### src/rtl/bus_access_ctrl.sv
// bus_access_ctrl
//   Sequences MEM-stage accesses routed to the external peripheral bus
//   (m_sel=1). It runs a valid/ready handshake, holds the pipeline through
//   stall_M until the transfer ends, and returns load data to writeback.
//   Accesses with m_sel=0 go to DMEM and are ignored here.
//
//   Optional feature macro: BUS_TIMEOUT_EN
//     defined   - REQ aborts after TIMEOUT_CYC cycles without ready and
//                 pulses bus_err in DONE (load data forced to zero).
//     undefined - REQ waits indefinitely and bus_err is tied low.
//
// Ports
//   clk, rst_n                 clock (rising edge), async active-low reset
//   m_sel, addr_bus            address-decode select and bus address
//   mem_read_M, mem_write_M    MEM-stage load / store (write wins if both)
//   wdata_M, wstrb_M           store data and byte enables
//   stall_M                    holds IF..MEM while a bus access is pending
//   rdata_bus_M                load data, valid in the DONE cycle
//   bus_valid, bus_addr, bus_we, bus_wdata, bus_wstrb
//                              latched request towards the peripheral
//   bus_ready, bus_rdata       peripheral accept/complete and read data
//   bus_err                    one-cycle pulse in DONE on an aborted transfer
module bus_access_ctrl #(
  parameter int unsigned ADDR_W      = 32,
  parameter int unsigned DATA_W      = 32,
  parameter int unsigned TIMEOUT_CYC = 255
) (
  input  logic              clk,
  input  logic              rst_n,
  input  logic              m_sel,
  input  logic [ADDR_W-1:0] addr_bus,
  input  logic              mem_read_M,
  input  logic              mem_write_M,
  input  logic [DATA_W-1:0] wdata_M,
  input  logic [3:0]        wstrb_M,
  output logic              stall_M,
  output logic [DATA_W-1:0] rdata_bus_M,
  output logic              bus_valid,
  output logic [ADDR_W-1:0] bus_addr,
  output logic              bus_we,
  output logic [DATA_W-1:0] bus_wdata,
  output logic [3:0]        bus_wstrb,
  input  logic              bus_ready,
  input  logic [DATA_W-1:0] bus_rdata,
  output logic              bus_err
);

  typedef enum logic [1:0] {
    IDLE,
    REQ,
    DONE
  } state_t;

  state_t state;
  logic   start;
  logic   timeout;

  assign start = m_sel & (mem_read_M | mem_write_M);

  // The stall must rise in the same cycle the access appears, before the
  // FSM has left IDLE; in DONE it drops so the instruction retires.
  assign stall_M = (state == REQ) | ((state == IDLE) & start);

`ifdef BUS_TIMEOUT_EN
  localparam int unsigned CNT_W =
    ($clog2(TIMEOUT_CYC + 1) > 8) ? $clog2(TIMEOUT_CYC + 1) : 8;

  logic [CNT_W-1:0] wait_cnt;

  // A ready in the limit cycle takes priority over the abort.
  assign timeout = (state == REQ) & ~bus_ready &
                   (wait_cnt == CNT_W'(TIMEOUT_CYC));

  always_ff @(posedge clk or negedge rst_n) begin
    if (!rst_n) begin
      wait_cnt <= '0;
      bus_err  <= 1'b0;
    end else begin
      // timeout is only true in the last REQ cycle, so this lands in DONE
      bus_err <= timeout;
      if ((state == IDLE) && start) begin
        wait_cnt <= '0;
      end else if ((state == REQ) && !bus_ready) begin
        wait_cnt <= wait_cnt + 1'b1;
      end
    end
  end
`else
  assign timeout = 1'b0;
  assign bus_err = 1'b0;
`endif

  always_ff @(posedge clk or negedge rst_n) begin
    if (!rst_n) begin
      state       <= IDLE;
      bus_valid   <= 1'b0;
      bus_we      <= 1'b0;
      bus_addr    <= '0;
      bus_wdata   <= '0;
      bus_wstrb   <= '0;
      rdata_bus_M <= '0;
    end else begin
      case (state)
        IDLE: begin
          if (start) begin
            bus_addr  <= addr_bus;
            bus_wdata <= wdata_M;
            bus_we    <= mem_write_M;
            bus_wstrb <= mem_write_M ? wstrb_M : '0;
            bus_valid <= 1'b1;
            state     <= REQ;
          end
        end
        REQ: begin
          // bus_valid is always high here, so ready alone marks the handshake
          if (bus_ready) begin
            if (!bus_we) begin
              rdata_bus_M <= bus_rdata;
            end
            bus_valid <= 1'b0;
            state     <= DONE;
          end else if (timeout) begin
            if (!bus_we) begin
              rdata_bus_M <= '0;
            end
            bus_valid <= 1'b0;
            state     <= DONE;
          end
        end
        DONE: begin
          state <= IDLE;
        end
        default: begin
          bus_valid <= 1'b0;
          state     <= IDLE;
        end
      endcase
    end
  end

endmodule

### config.mk
export PLATFORM = sky130hd
export DESIGN_NAME = bus_access_ctrl
export DESIGN_NICKNAME = d
export VERILOG_FILES = /design/src/rtl/bus_access_ctrl.sv
export SDC_FILE = /design/constraint.sdc
export NUM_CORES = 1
export LEC_CHECK = 0
export CORE_UTILIZATION = 30
export CTS_CLUSTER_SIZE = 8
export DETAILED_ROUTE_END_ITERATION = 8
export GPL_TIMING_DRIVEN = 0
export PLACE_DENSITY = 0.65
export SYNTH_ARGS = -nofsm -noshare
export SYNTH_HDL_FRONTEND = slang
export SYNTH_SLANG_ARGS = --single-unit
### constraint.sdc
create_clock -name clk -period 1.7 [get_ports clk]
set_clock_uncertainty 0.1 [all_clocks]
set_input_delay 0.255 -clock clk [delete_from_list [all_inputs] [get_ports clk]]
set_output_delay 0.255 -clock clk [all_outputs]
set_load 0.01 [all_outputs]
### Yosys cells after proc, flatten, opt, wreduce, memory -nomap -nowiden

Index checks and enable logic that the tools add are counted.
Widths: inputs -> output; s select.

* register bits: 104
* bits in latches: 0
* bits in writable memories: 0
* bits in read-only memories: 0
* bits of input ports: 106
* output and inout port bits: 104
* word-level logic and storage cells: 29
* memories kept: 0

* $add $sub $neg: 0
* $mul: 0
* divide/modulo/power cells: 0
* $lt $le $gt $ge: 0
* eq/ne operators: 4
* shift operators: 0
* muxes and demuxes: 7
* bitwise gates (word level): 6
* reductions and logical operators: 5

Operators with widths (number)
* $reduce_and 3->1: 2
* $mux 2: 2
* $mux 4: 1
* $ne 2x2->1 const B: 2
* $pmux 2 s2: 1
* $reduce_and 2->1: 2
* $pmux 1 s3: 1
* $and 1x1->1: 2
* $eq 2x1->1 const B: 1
* $eq 2x2->1 const B: 1
* $logic_not 2->1: 1
* $mux 1: 2
* $not 1->1: 2
* $or 1x1->1: 2

### Depth between registers and ports, before layout

Gate-level depths: netlist of run 1.

* depth after elaboration: 4
* gate-level depth with buffers: 5
* depth with buffers taken out: 3

### Worst setup path before layout of run 1

OpenSTA, ideal clock, no wires.

* path kind: register -> register
* start point: register state[1]
* end point: register rdata_bus_M[10]
* setup time: 0.125 ns
* arrival time: 1.413 ns
* data required time: 1.475 ns
* slack: 0.062 ns
* cell stages (with the launch flop): 6
* path buffers: 2
* clock period less this slack: 1.638 ns
* path through: dfrtp_1 > and3b_1 > nor2b_1 > clkbuf_1 > buf_4 > mux2_2

* word-level cells in the longest chain between the ends: 2

Ends and longest elaborated chain
* from (decl): line 54 `state_t state;`
* from (signal assigned): line 95 `state <= IDLE;`
* from (signal assigned): line 111 `state <= REQ;`
* from (signal assigned): line 121 `state <= DONE;`
* $eq 2x1->1: line 103 `case (state)`
* $reduce_and 3->1 (no source line)
* to (signal assigned): line 118 `rdata_bus_M <= bus_rdata;`
* to (decl): line 37 `output logic [DATA_W-1:0] rdata_bus_M,`

No other way between the ends.
A chain may end at the register's enable or synchronous reset.

### Worst setup path after layout of run 1

* start point: register state[1]
* end point: register rdata_bus_M[6]

Same word-level chain as after synthesis.

==> metrics.yaml, run 1 <==
p_sw_frac: 0.267
synthesis.nets: 343
cp-start-kind: "register"
initial_utilization: 0.307
worst_slew_pin_slew_ps: 700
cp.required_ps: 1830
relSlewSlack: 0.533
cts-root-buf: "clkbuf_16"
synth_xor_area_frac: 0
ys_seq_area_frac: 0.613
power_frac_seq: 0.368
grt_antenna_before_repair: 0
multiInputGateArea_um2: 1450
dp.cells: 626
hold_class: "in2reg"
place_area_um2: 6580
max_freq_mhz: 600
num_antenna_cells: 0
synth_top_family_by_area: "multiplexers"
fin_crit_sh: 0.981
drc: 0
path_clk_slew_ps: 70
post_synth_num_cell_types: 20
holdCritStartpoint: "mem_write_M"
r2r-start: "state[1]"
power.leakage_nw: 3.13
ff_latch_area_um2: 2600
cp_slowest_cell: "dfrtp_1"
hold_depth: 3
slowest_delay_ps: 420
top_usage_layer: "met2"
io_buffers: 208
cp_cell_sequence: "and3b_1 > nor2b_1 > buf_4 > buf_8 > mux2_2"
synth-compound-area-share: 0.00531
worstSetupPathType: "reg2reg"
core_area_um2: 13800
cts_buffers: 9
worstSkewPairLatency_ps: 340
dr.first_iter.drc_count: 88
setup_viol: 0
grtUsageMet2: 0.224
nFillCells: 1153
place.gp.congestion: 0.678
yosys_register_bits: 104
power.share.clock: 0.215
grt_start_max_net_pins: 54
die_height_um: 121
hold-path-endpoint: "bus_wstrb[0]"
syn_to_final_growth_pct: 64.1
post-route-min-period_ps: 1670
rsz0062_at_grt: "true"
yosysWarnings: 0
synth-simple-area-share: 0.0103
grt_pass1_wl_um: 15500
cellPowerDensity_nw_per_um2: 1560
pin_count: 210
drt-total-wl_um: 10000
synthAdderAreaFrac: 0
crit_start: "state[1]"
wl_per_cell_um: 15.6
netlist_area_um2: 4240
regToRegSetupSlack_ps: 30
cts.sinks: 104
drive_above_1_share: 0.274
cts_buffer_depth: 2
cts-htree-levels: 3
num_rows: 43
p_int_mw: 7.97
ir_drop_v: 0.000659
use_met3: 0.0277
hold_viol_final: 0
avgSynthCellArea_um2: 17.9
met1_usage: 0.177
synth_mux_area_frac: 0.323
p_comb_frac: 0.417
cp_max_fo: 10
cap_violations: 0
overflow: 0
fin_nets: 565
final_cells: 644
dr_total_vias: 2712
cts_tree: "built"
grt_usage: 0.140
fp.dieW_um: 121
vias_per_cell: 4.21
status: "finished, final reports clean"
dpl.hpwl_um: 7240
arrival_ps: 1800
slew_violations: 0
switchingPower_mw: 2.91
grt_pass1_vias: 2975
crit_path_end_kind: "register"
syn_inst: 237
r2r_end: "rdata_bus_M[6]"
stdcell_area_um2: 6960
dieArea_um2: 14600
first_pass_iters: 4
rr_worst_depth: 5
drtAntennaViolNets: 0
==> state kept, by name, indices dropped and copies added (netlist names) <==
name / count
bus_we: 1
bus_wdata: 32
rdata_bus_M: 32
state: 2
bus_valid: 1
bus_addr: 32
bus_wstrb: 4
==> cell usage after synthesis, drive strengths merged <==
master | n | area [um^2]
buf | 12 | 176
clkbuf | 1 | 3.75
dfrtp | 104 | 2600
nand2 | 6 | 22.5
o31ai | 1 | 7.51
mux2 | 97 | 1330
mux2i | 4 | 40.0
o21ai | 2 | 10.0
and3b | 1 | 8.76
inv | 5 | 18.8
or3 | 1 | 6.26
conb | 1 | 3.75
a21oi | 1 | 5.00
nor2b | 1 | 6.26
==> layer usage <==
layer	vias up	share of wire
met5	-	0
met4	0	0.026
met2	110	0.49
li1	1262	-
met1	1325	0.43
met3	15	0.055
==> layout make-up <==
type | instances | area share
plain buffers | 13 | 0.0296
multi-input cells | 115 | 0.208
inverters | 5 | 0.00269
flip-flops and latches | 104 | 0.374
clock inverters | 6 | 0.0155
clock buffers | 10 | 0.0329
well taps | 180 | 0.0323
repair buffers | 211 | 0.305
==> timing repair <==
| action | 4_1_cts | 5_1_grt |
|---|---|---|
| hold buffers | 1 | 0 |
| gates resized for setup | 9 | 6 |
| pin swaps | 0 | 0 |
| setup endpoints to repair | 100 | 34 |
| hold endpoints to repair | 52 | 0 |
| buffers inserted | 0 | 1 |
==> stage by stage <==
step / setup WS, ps / hold WS, ps / setup TNS, ps / utilization / total power, mW
global route: -33.6 / 289 / -750 / 0.504 / 11.5
floorplan: 61.9 / -141 / 0 / - / 5.99
detailed placement: -623 / 246 / -55900 / 0.476 / 8.58
CTS: -15.0 / 265 / -51.5 / 0.502 / 11.0
global placement: -3700 / 366 / -437330 / 0.474 / 8.51
finish: 32.6 / 282 / 0 / 0.504 / 10.9
==> logic make-up after synthesis <==
group | after synthesis
buffers and inverters | 18
muxes | 101
other | 1
AOI/OAI and AO/OA | 4
DFF | 104
and+or+nand+nor | 9
==> worst max-delay path: cells and delay by family (launching register included) <==
family,cells,cell delay (ps)
flip-flops,1,420
AND/OR/NAND/NOR,2,380
multiplexers,1,340
buffers and inverters,2,320
==> cells in the final DEF, fill, tap and decap left out <==
master	n
a21oi_1	1
and3b_1	1
buf_12	6
buf_16	1
buf_4	4
buf_6	1
buf_8	4
bufinv_16	3
clkbuf_1	1
clkbuf_16	9
clkdlybuf4s15_2	1
clkdlybuf4s50_1	205
clkinv_2	2
clkinvlp_4	1
conb_1	1
dfrtp_1	104
dlygate4sd2_1	1
dlygate4sd3_1	1
inv_1	5
mux2_1	2
mux2_2	29
mux2_4	66
mux2i_1	4
nand2_1	6
nor2b_1	1
o21ai_0	1
o21ai_1	1
o31ai_1	1
or3_1	1
==> power by group through the flow <==
stage               Combinational, mW  Sequential [mW]  Clock, mW
finish                           4.54             4.00       2.34
global placement                 4.51             4.00          0
detailed placement               4.55             4.03          0
floorplan                        1.52             4.47          0
CTS                              4.58             4.01       2.42
global route                     4.80             4.14       2.52
==> worst max-delay path by stage <==
stage	slack, ps	end
after detailed placement	-620	bus_addr[29]
after global routing	-30	rdata_bus_M[31]
after CTS	-10	rdata_bus_M[0]
after floorplan	60	rdata_bus_M[10]
final	30	rdata_bus_M[6]
after global placement	-3700	bus_addr[13]
(Power assumes the default switching activity.)
==> inputs of run 2 (changes only) <==
CTS_BUF_LIST = sky130_fd_sc_hd__clkbuf_4 sky130_fd_sc_hd__clkbuf_8 sky130_fd_sc_hd__clkbuf_16   (was unset)
SLEW_MARGIN = 25   (was unset)
==> run 2 against run 1 <==
Compared with the run above: maximum frequency rose by 0.12%; setup slack gained 2.0 ps; count of clock-buffer cells in the layout rose by 3; hold slack better by 48 ps; wire length increased by 3.1%; die area unchanged; sequential power about the same; combinational power grew 4%; critical path depth stayed put; critical path type unchanged.
==> metrics.yaml, run 2 (same netlist as run 1, synthesis figures left out) <==
post-route-min-period_ps: 1670  # -2.04 ps
dieArea_um2: 14600  # unchanged
dpl.hpwl_um: 7260  # +0.35%
r2r-start: "state[1]"
fp.dieW_um: 121  # unchanged
grt_antenna_before_repair: 0  # unchanged
drive_above_1_share: 0.287  # +0.0132
num_rows: 43  # unchanged
arrival_ps: 1790  # about the same
power.leakage_nw: 3.22  # +2.8%
pin_count: 210  # unchanged
grt_pass1_wl_um: 15400  # -0.58%
path_depth: 5  # unchanged
holdWs_ps: 329  # +47.6 ps
cp-start-kind: "register"
vias_per_cell: 4.27  # +1.4%
grt_start_max_net_pins: 54  # unchanged
fin_nets: 568  # +0.53%
cts_buffers: 9  # unchanged
worstSetupPathType: "reg2reg"
cellPowerDensity_nw_per_um2: 1530  # -1.9%
path_clk_slew_ps: 70  # about the same
drc: 0  # unchanged
dr_total_vias: 2763  # +1.9%
cts-root-buf: "clkbuf_16"
cap_violations: 0  # unchanged
cp_cell_sequence: "and3b_1 > nor2b_4 > buf_12 > clkbuf_16 > mux2_4"
grt_pass1_vias: 2960  # -0.50%
core_area_um2: 13800  # unchanged
drt-total-wl_um: 10300  # +3.1%
cts-htree-levels: 3  # unchanged
first_pass_iters: 3  # -1
initial_utilization: 0.307  # unchanged
die_height_um: 121  # unchanged
cp_max_fo: 8  # -2
final_common_cell: "clkdlybuf4s50_1"
cp_top_family: "simple AND/OR/NAND/NOR gates"
ir_drop_v: 0.000930  # +41%
final_cell_mix: "204 x clkdlybuf4s50_1, 104 x dfrtp_1, 80 x mux2_4"
rr_worst_depth: 5  # unchanged
critPathBufInv: 2  # unchanged
crit_path_end_kind: "register"
cp.required_ps: 1830  # about the same
hold_class: "in2async"
hold_viol_final: 0  # unchanged
wl_per_cell_um: 16.0  # +2.6%
final.setup.tns_ps: 0  # unchanged
dr.first_iter.drc_count: 89  # +1.1%
num_antenna_cells: 0  # unchanged
slew_violations: 0  # unchanged
cp_slowest_cell: "dfrtp_1"
crit_start: "state[1]"
io_buffers: 208  # unchanged
drtAntennaViolNets: 0  # unchanged
place.gp.congestion: 0.678  # unchanged
cts_buffer_depth: 2  # unchanged
cts.sinks: 104  # unchanged
slowest_delay_ps: 420  # about the same
setup_viol: 0  # unchanged
reg_top3: "bus_addr (32), bus_wdata (32), rdata_bus_M (32)"
utilization: 0.514  # +0.0100
grt_usage: 0.139  # -0.000467
cts_tree: "built"
status: "finished, final reports clean"
overflow: 0  # unchanged
nFillCells: 1157  # +0.35%
worstSkewPairLatency_ps: 340  # about the same
p_total_mw: 10.9  # about the same
max_freq_mhz: 600  # +0.12%
syn_to_final_growth_pct: 67.4
fin_crit_sh: 0.980  # -0.00120
[run 2: cell count changes in the layout (fill, tap and decap cells not counted), sizes merged]
cell | previous run | this run
bufinv | 3 | 1
clkbuf | 10 | 16
clkdlybuf4s15 | 1 | 2
clkdlybuf4s50 | 205 | 204
clkinvlp | 1 | 0
dlygate4sd2 | 1 | 0
dlymetal6s2s | 0 | 1
[run 2: worst register-to-register path: stages (launching register included)]
cell and delay [ps]:
dfrtp_1 420, and3b_1 250, nor2b_4 170, buf_12 150, clkbuf_16 160, mux2_4 300
[run 2: cell type report]
| type | count | area [um^2] | share of cell area |
|---|---|---|---|
| flip-flops and latches | 104 | 2600 | 0.366 |
| repair buffers | 214 | 2210 | 0.311 |
| multi-input cells | 115 | 1520 | 0.213 |
| clock buffers | 13 | 268 | 0.0377 |
| plain buffers | 13 | 228 | 0.0321 |
| well taps | 180 | 225 | 0.0317 |
| clock inverters | 3 | 40.0 | 0.00564 |
| inverters | 5 | 18.8 | 0.00264 |
[run 2: path summary, 6_finish.rpt]
| kind | to | slack (ps) |
|---|---|---|
| worst max register to register | rdata_bus_M[11] | 30 |
| worst max-delay path | rdata_bus_M[11] | 30 |
| worst min register to register | bus_valid | 390 |
| min in group clk | bus_wstrb[1] | 350 |
| max in group asynchronous | bus_addr[10] | 530 |
| worst min-delay path | bus_addr[1] | 330 |
[run 2: stage by stage]
step | cell area (um^2) | setup slack [ps] | instances
global route | 7100 | -17.9 | 647
floorplan | 4240 | 61.9 | 237
global placement | 6550 | -3700 | 625
finish | 7100 | 34.6 | 647
CTS | 6900 | -47.4 | 643
detailed placement | 6580 | -599 | 626
[run 2: layer usage]
| layer | GRT usage | vias up | wire (um) |
|---|---|---|---|
| met2 | 0.221 | 118 | 5040 |
| met4 | 0.0625 | 0 | 281 |
| met1 | 0.168 | 1365 | 4300 |
| li1 | - | 1260 | - |
| met5 | 0 | - | 0 |
| met3 | 0.0512 | 20 | 708 |
[run 2: where the power goes]
group	internal (mW)	total (mW)	switching [mW]
combinational	3.23	4.73	1.50
sequential	3.46	4.02	0.556
clock	1.25	2.13	0.878
total	7.95	10.9	2.93
[run 2: timing repair]
action,4_1_cts,5_1_grt
resized for setup,6,32
hold endpoints to repair,52,0
buffers inserted,0,1
setup endpoints to repair,100,37
hold buffers,1,0
gates cloned,0,3
